### config.mk
export PLATFORM = sky130hd
export DESIGN_NAME = data_sram_axi_bridge
export DESIGN_NICKNAME = d
export VERILOG_FILES = /design/src/rtl/mips_axi_pkg.sv /design/src/rtl/data_sram_axi_bridge.sv
export SDC_FILE = /design/constraint.sdc
export NUM_CORES = 1
export LEC_CHECK = 0
export ABC_CLOCK_PERIOD_IN_PS = 3100
export CORE_MARGIN = 3
export CORE_UTILIZATION = 40
export DETAILED_ROUTE_END_ITERATION = 6
export PLACE_DENSITY = 0.89
export SLEW_MARGIN = 0
export SYNTH_ARGS = -nofsm -noshare
export SYNTH_HDL_FRONTEND = slang
export SYNTH_SLANG_ARGS = --single-unit
export TNS_END_PERCENT = 10
### constraint.sdc
create_clock -name clk -period 3.1 [get_ports clk]
set_clock_uncertainty 0.2 [all_clocks]
set_input_delay 0.62 -clock clk [delete_from_list [all_inputs] [get_ports clk]]
set_output_delay 0.62 -clock clk [all_outputs]
set_load 0.01 [all_outputs]
### src/rtl/mips_axi_pkg.sv
// Shared definitions for the sram-like to AXI bridges: state encoding, AXI constants
// and the byte-select to transfer-size mapping.
package mips_axi_pkg;

   typedef enum logic [2:0] {
      StIdle,
      StRdA,
      StRdD,
      StWrAw,
      StWrB
   } axiState_e;

   localparam logic [3:0] AXI_ID = 4'd1;

   localparam logic [2:0] SZ_B = 3'd0;
   localparam logic [2:0] SZ_H = 3'd1;
   localparam logic [2:0] SZ_W = 3'd2;

   // Legal selects only: full word, aligned halfword, otherwise a single byte.
   function automatic logic [2:0] sel2size(input logic [3:0] sel);
      logic [2:0] size;
      case (sel)
         4'b1111:          size = SZ_W;
         4'b0011, 4'b1100: size = SZ_H;
         default:          size = SZ_B;
      endcase
      return size;
   endfunction

endpackage

### src/rtl/data_sram_axi_bridge.sv
// Data-side bridge: turns one M-stage load/store request into a single-beat AXI
// read or write and stalls the pipeline until it completes.
module data_sram_axi_bridge
   import mips_axi_pkg::*;
(
   input  logic        clk,
   input  logic        rst,
   input  logic        longest_stall,
   input  logic        data_en,
   input  logic        data_wen,
   input  logic [3:0]  data_sel,
   input  logic [31:0] data_addr,
   input  logic [31:0] data_wdata,
   output logic [31:0] data_rdata,
   output logic        d_stall,
   output logic [31:0] araddr,
   output logic [2:0]  arsize,
   output logic        arvalid,
   input  logic        arready,
   input  logic [31:0] rdata,
   input  logic        rvalid,
   output logic        rready,
   output logic [31:0] awaddr,
   output logic [2:0]  awsize,
   output logic        awvalid,
   input  logic        awready,
   output logic [31:0] wdata,
   output logic [3:0]  wstrb,
   output logic        wvalid,
   input  logic        wready,
   input  logic        bvalid,
   output logic        bready
);

   axiState_e   state_q, state_d;
   logic [31:0] addr_q, addr_d;
   logic [3:0]  sel_q, sel_d;
   logic [31:0] wdata_q, wdata_d;
   logic [31:0] rdata_q, rdata_d;
   logic        awDone_q, awDone_d;
   logic        wDone_q, wDone_d;
   logic        done_q, done_d;
   logic        complete;

   always_ff @(posedge clk) begin
      if (rst) begin
         state_q  <= StIdle;
         addr_q   <= '0;
         sel_q    <= '0;
         wdata_q  <= '0;
         rdata_q  <= '0;
         awDone_q <= 1'b0;
         wDone_q  <= 1'b0;
         done_q   <= 1'b0;
      end else begin
         state_q  <= state_d;
         addr_q   <= addr_d;
         sel_q    <= sel_d;
         wdata_q  <= wdata_d;
         rdata_q  <= rdata_d;
         awDone_q <= awDone_d;
         wDone_q  <= wDone_d;
         done_q   <= done_d;
      end
   end

   always_comb begin
      state_d  = state_q;
      addr_d   = addr_q;
      sel_d    = sel_q;
      wdata_d  = wdata_q;
      rdata_d  = rdata_q;
      awDone_d = awDone_q;
      wDone_d  = wDone_q;
      complete = 1'b0;

      unique case (state_q)
         StIdle: begin
            if (data_en && !done_q) begin
               addr_d  = data_addr;
               sel_d   = data_sel;
               wdata_d = data_wdata;
               state_d = data_wen ? StWrAw : StRdA;
            end
         end
         StRdA: begin
            if (arready) state_d = StRdD;
         end
         StRdD: begin
            if (rvalid) begin
               rdata_d  = rdata;
               complete = 1'b1;
               state_d  = StIdle;
            end
         end
         StWrAw: begin
            // AW and W may handshake in either order; remember each one separately.
            awDone_d = awDone_q | (awvalid & awready);
            wDone_d  = wDone_q | (wvalid & wready);
            if (awDone_d && wDone_d) begin
               awDone_d = 1'b0;
               wDone_d  = 1'b0;
               state_d  = StWrB;
            end
         end
         StWrB: begin
            if (bvalid) begin
               complete = 1'b1;
               state_d  = StIdle;
            end
         end
         default: state_d = StIdle;
      endcase

      // Set wins over clear so a completion with the pipeline moving still blocks reissue.
      if (complete && data_en) begin
         done_d = 1'b1;
      end else if (!longest_stall) begin
         done_d = 1'b0;
      end else begin
         done_d = done_q;
      end
   end

   assign araddr  = {addr_q[31:2], 2'b00};
   assign arsize  = (state_q == StRdA) ? SZ_W : 3'd0;
   assign arvalid = (state_q == StRdA);
   assign rready  = (state_q == StRdD);

   assign awaddr  = addr_q;
   assign awsize  = sel2size(sel_q);
   assign awvalid = (state_q == StWrAw) && !awDone_q;
   assign wdata   = wdata_q;
   assign wstrb   = sel_q;
   assign wvalid  = (state_q == StWrAw) && !wDone_q;
   assign bready  = (state_q == StWrB);

   assign data_rdata = rdata_q;
   assign d_stall    = (data_en && !done_q) || (state_q != StIdle);

endmodule

==> impl_metrics.py, run 1 <==
metrics = {
    "synthesis": {
        "muxShareOfSynthArea_pct": 0.488,
        "ys_warn_count": 0,
        "async_flop_share_pct": 0,
        "avgSynthCellArea_um2": 7.77,
        "yosys.area.top_type": "dfxtp_1",
        "synth_cell_types": 28,
        "synth-compound-area-share_pct": 13.8,
        "yosys.area_share.simple_pct": 23.0,
        "synth_top_area_share_pct": 51.7,
        "ys_ff_latch": 106,
        "ys_top_cells_by_area": "dfxtp_1, nand2_1, a21oi_1",
        "synth_top_family_by_area": "simple AND/OR/NAND/NOR gates",
        "synthXorXnorAreaFrac_pct": 0,
        "synthesis.area_um2": 4110,
        "synthAdderAreaFrac_pct": 0,
        "ys.flop_type": "dfxtp_1",
        "yosysMostFrequentCell": "nand2_1",
        "synth_edf_count": 0,
        "yosys-top-cells-count": "nand2_1, dfxtp_1, a21oi_1",
        "yosysSeqAreaShare_pct": 51.7,
        "synth_cells": 528,
    },
    "power_and_ir_drop": {
        "powerDensity_nw_per_um2": 668,
        "peakVddDrop_mv": 0.376,
        "total_leakage_power_nw": 2.39,
        "power.total_mw": 4.43,
    },
    "cts": {
        "cts_resized": 0,
        "cts_tree": "yes",
        "cts_root_buf": "clkbuf_8",
        "clk_pin_slew_ns": 0.08,
        "cts_made_buffers": 9,
        "cts_buffer_depth": 2,
        "clk_latency_ns": 0.35,
        "h-tree-depth": 3,
        "cts_setup_buffers": 0,
        "clock-sinks": 106,
        "holdBufCountCts": 0,
    },
    "critical_path": {
        "reg2reg_slack_ns": 0.91,
        "critPathCaptureType": "primary output",
        "r2r-start": "state_q[1]$_SDFFE_PP0P_",
        "slowest_delay_ns": 0.50,
        "arrival_ns": 2.12,
        "crit_required_ns": 2.28,
        "cp_cell_sequence": "clkdlybuf4s50_1 -> nor2b_1 -> or4_1 -> clkdlybuf4s50_1",
        "crit_family": "buffers and inverters",
        "cp_max_fo": 3,
        "startpoint": "data_en",
        "reg2reg_depth": 5,
        "path_common_cell": "clkdlybuf4s50_1",
        "cp_slowest_cell": "clkdlybuf4s50_1",
        "cp-start-kind": "input port",
        "timing.rr.end": "awaddr[8]$_SDFFE_PP0P_",
        "critical_path_buf_inv_count": 2,
        "crit_type": "input port to primary output",
    },
    "floorplanning": {
        "start_util_pct": 41.6,
        "die_area_um2": 11500,
        "die_w_um": 107,
        "io_pins": 254,
        "rows": 36,
        "fp.dieH_um": 107,
        "coreArea_um2": 9860,
    },
    "sta": {
        "finalCriticalPeriod_ns": 2.94,
        "fmax_mhz": 341,
        "setup_tns_ns": 0,
        "period_share_pct": 94.7,
        "report.final.slew_viol_count": 0,
        "finalHoldViolations": 0,
        "slew_headroom_pct": 61.9,
        "tightest_slew_ns": 0.570,
        "final-setup-viol-count": 0,
        "rsz0062_at_grt": "no",
    },
    "global_route": {
        "gr-total-overflow": 0,
        "grt_pass1_vias": 4057,
        "antenna_found_initial": 0,
        "grt_usage_pct": 21.0,
        "grt_pass1_wl_um": 19400,
        "grt_max_degree": 64,
    },
    "placement": {
        "place.gp.congestion": 0.800,
        "dpl.hpwl_um": 9250,
        "numPortBuffers": 248,
        "place_inst": 847,
    },
    "detailed_routing": {
        "post_drt_via_cell_ratio": 4.84,
        "routed-wl-met2_um": 6560,
        "drt-initial-drc-count": 182,
        "highest_layer": "met4",
        "dr_wl_met3_um": 1170,
        "vias": 4181,
        "dr.pass1.iters": 4,
        "drc": 0,
        "drt-met1-wl_um": 4590,
        "wl_per_cell_um": 14.5,
        "final_antenna_net_count": 0,
        "wl_um": 12500,
    },
    "cells_and_area": {
        "fin_util_pct": 67.2,
        "fin_nets": 835,
        "antenna_cells": 0,
        "final_cells": 863,
        "drive_gt1_share_pct": 3.70,
        "syn_to_final_growth_pct": 61.4,
    },
    "min_path": {
        "worstHoldStart": "wdata[9]$_SDFFE_PP0P_",
        "hp-class": "flip-flop to flip-flop",
        "min_to": "wdata[9]$_SDFFE_PP0P_",
        "whs_path_depth": 2,
    },
    "outcome": {
        "status": "finished, final reports clean",
    },
    "job": {
        "max_cap_viol_count": 0,
    },
}
==> cell families after synthesis <==
group                  count (synthesis)
multiplexers                           2
other                                  1
buffers and inverters                 74
AND/OR/NAND/NOR                      234
flip-flops                           106
AO/OA/AOI/OAI                        111
==> worst max path at each step <==
stage,endpoint,cells after the start
after global routing,bready,2
after detailed placement,d_stall,4
after global placement,d_stall,4
final,d_stall,4
after floorplan,wdata[20]$_SDFFE_PP0P_,7
after CTS,d_stall,4
==> per-stage QoR <==
stage,hold slack (ns),area (µm²),setup slack [ns]
6_report,0.258,6630,0.165
5_1_grt,0.277,6630,0.0989
4_1_cts,0.260,6630,0.163
3_5_place_dp,0.248,6410,0.172
3_3_place_gp,0.242,6410,0.204
2_1_floorplan,0.281,4120,0.975
==> tightest hold or removal path, cell delays in order (launching register included) <==
cell and delay (ns):
dfxtp_1 0.32, nand2_1 0.05, a21oi_1 0.05
==> placed cells by master (no fill, tap or decap), types with 2 or more instances in the layout <==
master / n
o21ai_0: 2
nor3_1: 4
nor3b_1: 4
buf_4: 7
a21oi_1: 104
mux2i_1: 2
nand2b_1: 3
clkinv_2: 4
clkdlybuf4s50_1: 247
conb_1: 5
nor2_1: 10
clkbuf_8: 10
bufinv_16: 2
dfxtp_1: 106
nand2_1: 204
==> final cells by class <==
| type | instances | area [µm²] |
|---|---|---|
| Clock buffer | 10 | 138 |
| Clock inverter | 6 | 80.1 |
| Fill cell | 774 | 3240 |
| Inverter | 1 | 3.75 |
| Multi-Input combinational cell | 352 | 1570 |
| Sequential cell | 106 | 2120 |
| Tap cell | 133 | 166 |
| Timing Repair Buffer | 255 | 2540 |
==> registers in the layout, summed over array words and instances (netlist names) <==
signal	cells
awDone_q	1
awaddr	32
data_rdata	32
done_q	1
state_q	3
wDone_q	1
wdata	32
wstrb	4
==> routing by layer <==
layer  up-vias  track usage (%)
met2       180             38.2
met1      1936             22.7
met3        18             6.42
li1       2047                -
met4         0             8.22
met5         -                0
==> power breakdown <==
| part | internal, mW | switching [mW] | total, mW |
|---|---|---|---|
| clock network | 0.472 | 0.451 | 0.923 |
| logic | 0.896 | 0.818 | 1.71 |
| registers | 1.60 | 0.188 | 1.79 |
No activity file was read; power rests on OpenSTA's default activity.
==> run 2: changes to the inputs <==
ABC_CLOCK_PERIOD_IN_PS = 2600   (was 3100)
CORE_UTILIZATION = 34   (was 40)
CTS_BUF_LIST = sky130_fd_sc_hd__clkbuf_8   (was unset)
GPL_ROUTABILITY_DRIVEN = 0   (was unset)
PLACE_DENSITY = 0.81   (was 0.89)
clock period = 2.6 ns   (was 3.1 ns; I/O delays follow)
==> run 2 against run 1 <==
  * Via count fell by 0.48%
  * Highest routed layer unchanged
  * Critical endpoint unchanged
  * Core utilization fell by 9.2 points
  * Die area rose by 17%
==> impl_metrics.py, run 2 (synthesized netlist as in run 1, its figures left out) <==
metrics = {
    "cells_and_area": {
        "fin_nets": 839,
        "syn_to_final_growth_pct": 64.0,
        "drive_gt1_share_pct": 4.63,
        "final_cell_mix": "clkdlybuf4s50_1, nand2_1, a21oi_1, dfxtp_1, nor2_1",
        "mostFrequentLayoutCell": "clkdlybuf4s50_1",
        "fin_util_pct": 58.0,
        "antenna_cells": 0,
        "num-fill-cells": 1018,
    },
    "critical_path": {
        "arrival_ns": 1.81,
        "crit_required_ns": 1.88,
        "reg2reg_slack_ns": 0.59,
        "cp_max_fo": 3,
        "timing.rr.end": "wdata[10]$_SDFFE_PP0P_",
        "critPathCaptureType": "primary output",
        "crit_type": "input port to primary output",
        "cp-start-kind": "input port",
        "r2r-start": "state_q[1]$_SDFFE_PP0P_",
        "reg2reg_depth": 5,
    },
    "power_and_ir_drop": {
        "peakVddDrop_mv": 0.427,
        "p_comb_share_pct": 40.6,
        "seq_power_share_pct": 40.3,
        "total_leakage_power_nw": 2.46,
        "swShare_pct": 33.5,
        "p_sw_mw": 1.78,
        "powerDensity_nw_per_um2": 787,
        "power.total_mw": 5.30,
        "clock_power_share_pct": 19.1,
        "internal-power_mw": 3.53,
    },
    "cts": {
        "holdBufCountCts": 0,
        "cts_made_buffers": 9,
        "cts_root_buf": "clkbuf_8",
        "clk_pin_slew_ns": 0.09,
        "cts_setup_buffers": 0,
        "h-tree-depth": 3,
        "clock-sinks": 106,
        "cts_tree": "yes",
        "cts_buffer_depth": 2,
        "clk_latency_ns": 0.35,
    },
    "detailed_routing": {
        "wl_per_cell_um": 14.2,
        "post_drt_via_cell_ratio": 4.74,
        "wl_um": 12400,
        "final_antenna_net_count": 0,
        "vias": 4161,
        "dr.pass1.iters": 4,
        "drc": 0,
        "drt-initial-drc-count": 180,
    },
    "floorplanning": {
        "rows": 39,
        "io_pins": 254,
        "fp.dieH_um": 116,
        "start_util_pct": 35.3,
        "die_w_um": 116,
        "coreArea_um2": 11600,
        "die_area_um2": 13400,
    },
    "min_path": {
        "whs_path_depth": 2,
        "worstHoldStart": "data_rdata[14]$_SDFFE_PP0N_",
        "min_to": "data_rdata[14]$_SDFFE_PP0N_",
        "hp-class": "flip-flop to flip-flop",
    },
    "sta": {
        "finalCriticalPeriod_ns": 2.53,
        "final-setup-viol-count": 0,
        "fmax_mhz": 396,
        "tightest_slew_ns": 0.533,
        "rsz0062_at_grt": "yes",
        "finalHoldViolations": 0,
        "slew_headroom_pct": 64.4,
        "hold_ws_ns": 0.259,
        "period_share_pct": 97.2,
        "report.final.slew_viol_count": 0,
    },
    "global_route": {
        "grt_usage_pct": 17.6,
        "grt_pass1_wl_um": 19100,
        "grt_max_degree": 51,
        "antenna_found_initial": 0,
        "grt_pass1_vias": 4033,
        "gr-total-overflow": 0,
    },
    "outcome": {
        "status": "finished, final reports clean",
    },
    "placement": {
        "dpl.hpwl_um": 9370,
        "numPortBuffers": 248,
    },
    "job": {
        "max_cap_viol_count": 0,
    },
}
==> run 2: metrics by stage <==
stage                     cell area [µm²]  cells  setup WS (ns)  setup TNS [ns]
after floorplan                      4120    532          0.575               0
after global placement               6520    861        -0.0998         -0.0998
after detailed placement             6520    861         -0.117          -0.556
after CTS                            6730    877        -0.0424         -0.0424
after global routing                 6730    877       -0.00104        -0.00104
final                                6730    877         0.0717               0
==> run 2: metal layers <==
layer  vias to the layer above  GRT usage (%)  share of wire, %  wire (µm)
met5                         -              0                 0          0
met2                       198           33.5                51       6350
met4                         0           3.48              0.95        118
met3                        11           7.57                11       1360
li1                       2051              -                 -          -
met1                      1901           17.7                37       4590
==> run 2: worst max path at each step <==
stage,from,endpoint,cells past startpoint
3_5_place_dp,data_en,d_stall,4
5_1_grt,state_q[2]$_SDFFE_PP0P_,wvalid,3
3_3_place_gp,data_en,d_stall,4
4_1_cts,state_q[0]$_SDFFE_PP0P_,wvalid,3
6_report,data_en,d_stall,4
2_1_floorplan,data_en,wdata[20]$_SDFFE_PP0P_,7
==> run 2: cell type report <==
class / count / area, µm² / share of cell area [%]
Clock buffer: 9 / 124 / 1.84
Clock inverter: 7 / 76.3 / 1.13
Inverter: 1 / 3.75 / 0.0557
Multi-Input combinational cell: 352 / 1580 / 23.5
Sequential cell: 106 / 2130 / 31.6
Tap cell: 143 / 179 / 2.66
Timing Repair Buffer: 259 / 2640 / 39.2
==> run 2: critical path: stages <==
cell             delay, ns
clkdlybuf4s50_1       0.43
nor2b_1               0.14
or4_1                 0.41
dlygate4sd2_1         0.30
==> run 2: what timing repair did <==
action,4_1_cts,5_1_grt
resized for setup,4,4
hold endpoints to repair,0,0
setup endpoints to repair,5,7
==> run 2: power by group through the flow <==
stage / registers [mW] / clock network [mW] / logic (mW)
floorplan: 2.24 / 0 / 0.995
global placement: 2.14 / 0 / 2.13
detailed placement: 2.16 / 0 / 2.18
CTS: 2.13 / 1.06 / 2.19
global route: 2.18 / 1.12 / 2.34
finish: 2.14 / 1.01 / 2.15
==> run 3: changes to the inputs <==
ABC_CLOCK_PERIOD_IN_PS = 3000   (was 2600)
CORE_UTILIZATION = 41   (was 34)
PLACE_DENSITY = 0.91   (was 0.81)
clock period = 3 ns   (was 2.6 ns; I/O delays follow)
==> run 3 against run 2 <==
  * Sequential share of layout area up 0.47 points
  * First-iteration DRC count shrank 34%
  * Die area fell by 16%
  * Wire length increased by 4.4%
  * Non-clock buffer count fell by 4
  * Cell count decreased by 2.2%
  * Total power shrank 15%
  * Combinational power is 16% lower
  * Global-route usage up 4.9 points
  * Clock-buffer cell count unchanged
  * Highest routed layer unchanged
==> impl_metrics.py, run 3 (synthesized netlist as in run 1, its figures left out) <==
metrics = {
    "detailed_routing": {
        "final_antenna_net_count": 0,
        "wl_per_cell_um": 15.1,
        "drc": 0,
        "post_drt_via_cell_ratio": 4.88,
        "dr.pass1.iters": 4,
        "wl_um": 13000,
        "drt-initial-drc-count": 118,
        "vias": 4187,
    },
    "cells_and_area": {
        "drive_gt1_share_pct": 3.43,
        "syn_to_final_growth_pct": 61.3,
        "fin_util_pct": 69.7,
        "multi_input_area_um2": 1570,
        "num-fill-cells": 731,
        "regArea_um2": 2120,
        "antenna_cells": 0,
        "mostFrequentLayoutCell": "clkdlybuf4s50_1",
        "fin_nets": 835,
        "final_cell_mix": "clkdlybuf4s50_1, nand2_1, dfxtp_1",
    },
    "cts": {
        "cts_made_buffers": 9,
        "clk_pin_slew_ns": 0.09,
        "cts_setup_buffers": 0,
        "cts_tree": "yes",
        "clock-sinks": 106,
        "holdBufCountCts": 0,
        "cts_root_buf": "clkbuf_8",
        "h-tree-depth": 3,
        "cts_buffer_depth": 2,
        "cts_resized": 0,
        "clk_latency_ns": 0.35,
    },
    "job": {
        "max_cap_viol_count": 0,
    },
    "floorplanning": {
        "fp.dieH_um": 106,
        "coreArea_um2": 9500,
        "io_pins": 254,
        "rows": 35,
        "start_util_pct": 43.2,
        "die_area_um2": 11200,
        "die_w_um": 106,
    },
    "critical_path": {
        "worst-path-stages": 4,
        "cp_cell_sequence": "clkdlybuf4s50_1 -> nor2b_1 -> or4_1 -> clkdlybuf4s50_1",
        "arrival_ns": 2.03,
        "slowest_delay_ns": 0.49,
        "critPathCaptureType": "primary output",
        "cp-start-kind": "input port",
        "crit_family": "buffers and inverters",
        "crit_type": "input port to primary output",
        "cp_max_fo": 3,
        "critical_path_buf_inv_count": 2,
        "cp_slowest_cell": "clkdlybuf4s50_1",
        "reg2reg_depth": 5,
        "path_common_cell": "clkdlybuf4s50_1",
        "reg2reg_slack_ns": 0.90,
        "crit_required_ns": 2.20,
    },
    "sta": {
        "rsz0062_at_grt": "no",
        "period_share_pct": 94.3,
        "fmax_mhz": 353,
        "layout_setup_ws_ns": 0.170,
        "tightest_slew_ns": 0.616,
        "slew_headroom_pct": 58.9,
        "report.final.slew_viol_count": 0,
        "final-setup-viol-count": 0,
        "setup_tns_ns": 0,
        "finalCriticalPeriod_ns": 2.83,
        "finalHoldViolations": 0,
    },
    "placement": {
        "numPortBuffers": 248,
        "dpl.hpwl_um": 10100,
        "pre_cts_slack_ns": 0.157,
    },
    "outcome": {
        "status": "finished, final reports clean",
    },
    "global_route": {
        "antenna_found_initial": 0,
        "grt_usage_pct": 22.4,
        "grt_pass1_wl_um": 20200,
        "gr-total-overflow": 0,
        "grt_max_degree": 69,
        "grt_pass1_vias": 4171,
    },
    "min_path": {
        "whs_path_depth": 2,
        "hp-class": "flip-flop to flip-flop",
    },
    "power_and_ir_drop": {
        "powerDensity_nw_per_um2": 684,
        "peakVddDrop_mv": 0.408,
        "total_leakage_power_nw": 2.38,
    },
}
## run 3: cell count changes in the layout (fill, tap and decap cells not counted), sizes merged
cell,previous run,this run
buf,12,8
clkdlybuf4s50,244,247
dlymetal6s2s,2,0
dlygate4sd2,1,0
clkinvlp,1,2
clkinv,2,0
## run 3: path summary, 6_finish.rpt
kind / end / from
max: d_stall / data_en
min: wdata[15]$_SDFFE_PP0P_ / wdata[15]$_SDFFE_PP0P_
max reg2reg: wdata[1]$_SDFFE_PP0P_ / state_q[1]$_SDFFE_PP0P_
min reg2reg: wdata[15]$_SDFFE_PP0P_ / wdata[15]$_SDFFE_PP0P_
## run 3: through the flow
stage / area, µm² / instances / power, mW / hold slack, ns
finish: 6620 / 858 / 4.53 / 0.258
global placement: 6430 / 843 / 3.62 / 0.241
detailed placement: 6430 / 843 / 3.71 / 0.247
CTS: 6620 / 858 / 4.57 / 0.260
global route: 6620 / 858 / 4.79 / 0.283
floorplan: 4120 / 532 / 2.80 / 0.281
## run 3: per-layer routing
layer / track usage (%) / vias to the layer above / share of wire, %
met5: 0 / - / 0
met4: 6.94 / 0 / 2.4
met3: 10.0 / 25 / 11
met2: 42.9 / 192 / 52
met1: 21.2 / 1924 / 35
li1: - / 2046 / -
## run 3: layout make-up
cell class	instances	area share, %
inverters	1	0.0567
flip-flops and latches	106	32.1
well taps	129	2.44
clock buffers	9	1.87
multi-input cells	352	23.8
clock inverters	6	1.00
repair buffers	255	38.8
## run 3: worst reg2reg max path: stages (launching register included)
cell	delay, ns
dfxtp_1	0.43
or3b_1	0.46
or3_2	0.46
buf_12	0.21
nand2_1	0.16
a21oi_1	0.07
## run 3: power by group
group          internal [mW]  leakage [nW]  total, mW  switching [mW]
sequential              1.66         0.865       1.85           0.187
combinational          0.949          1.42       1.81           0.862
clock                  0.385        0.0935      0.871           0.485
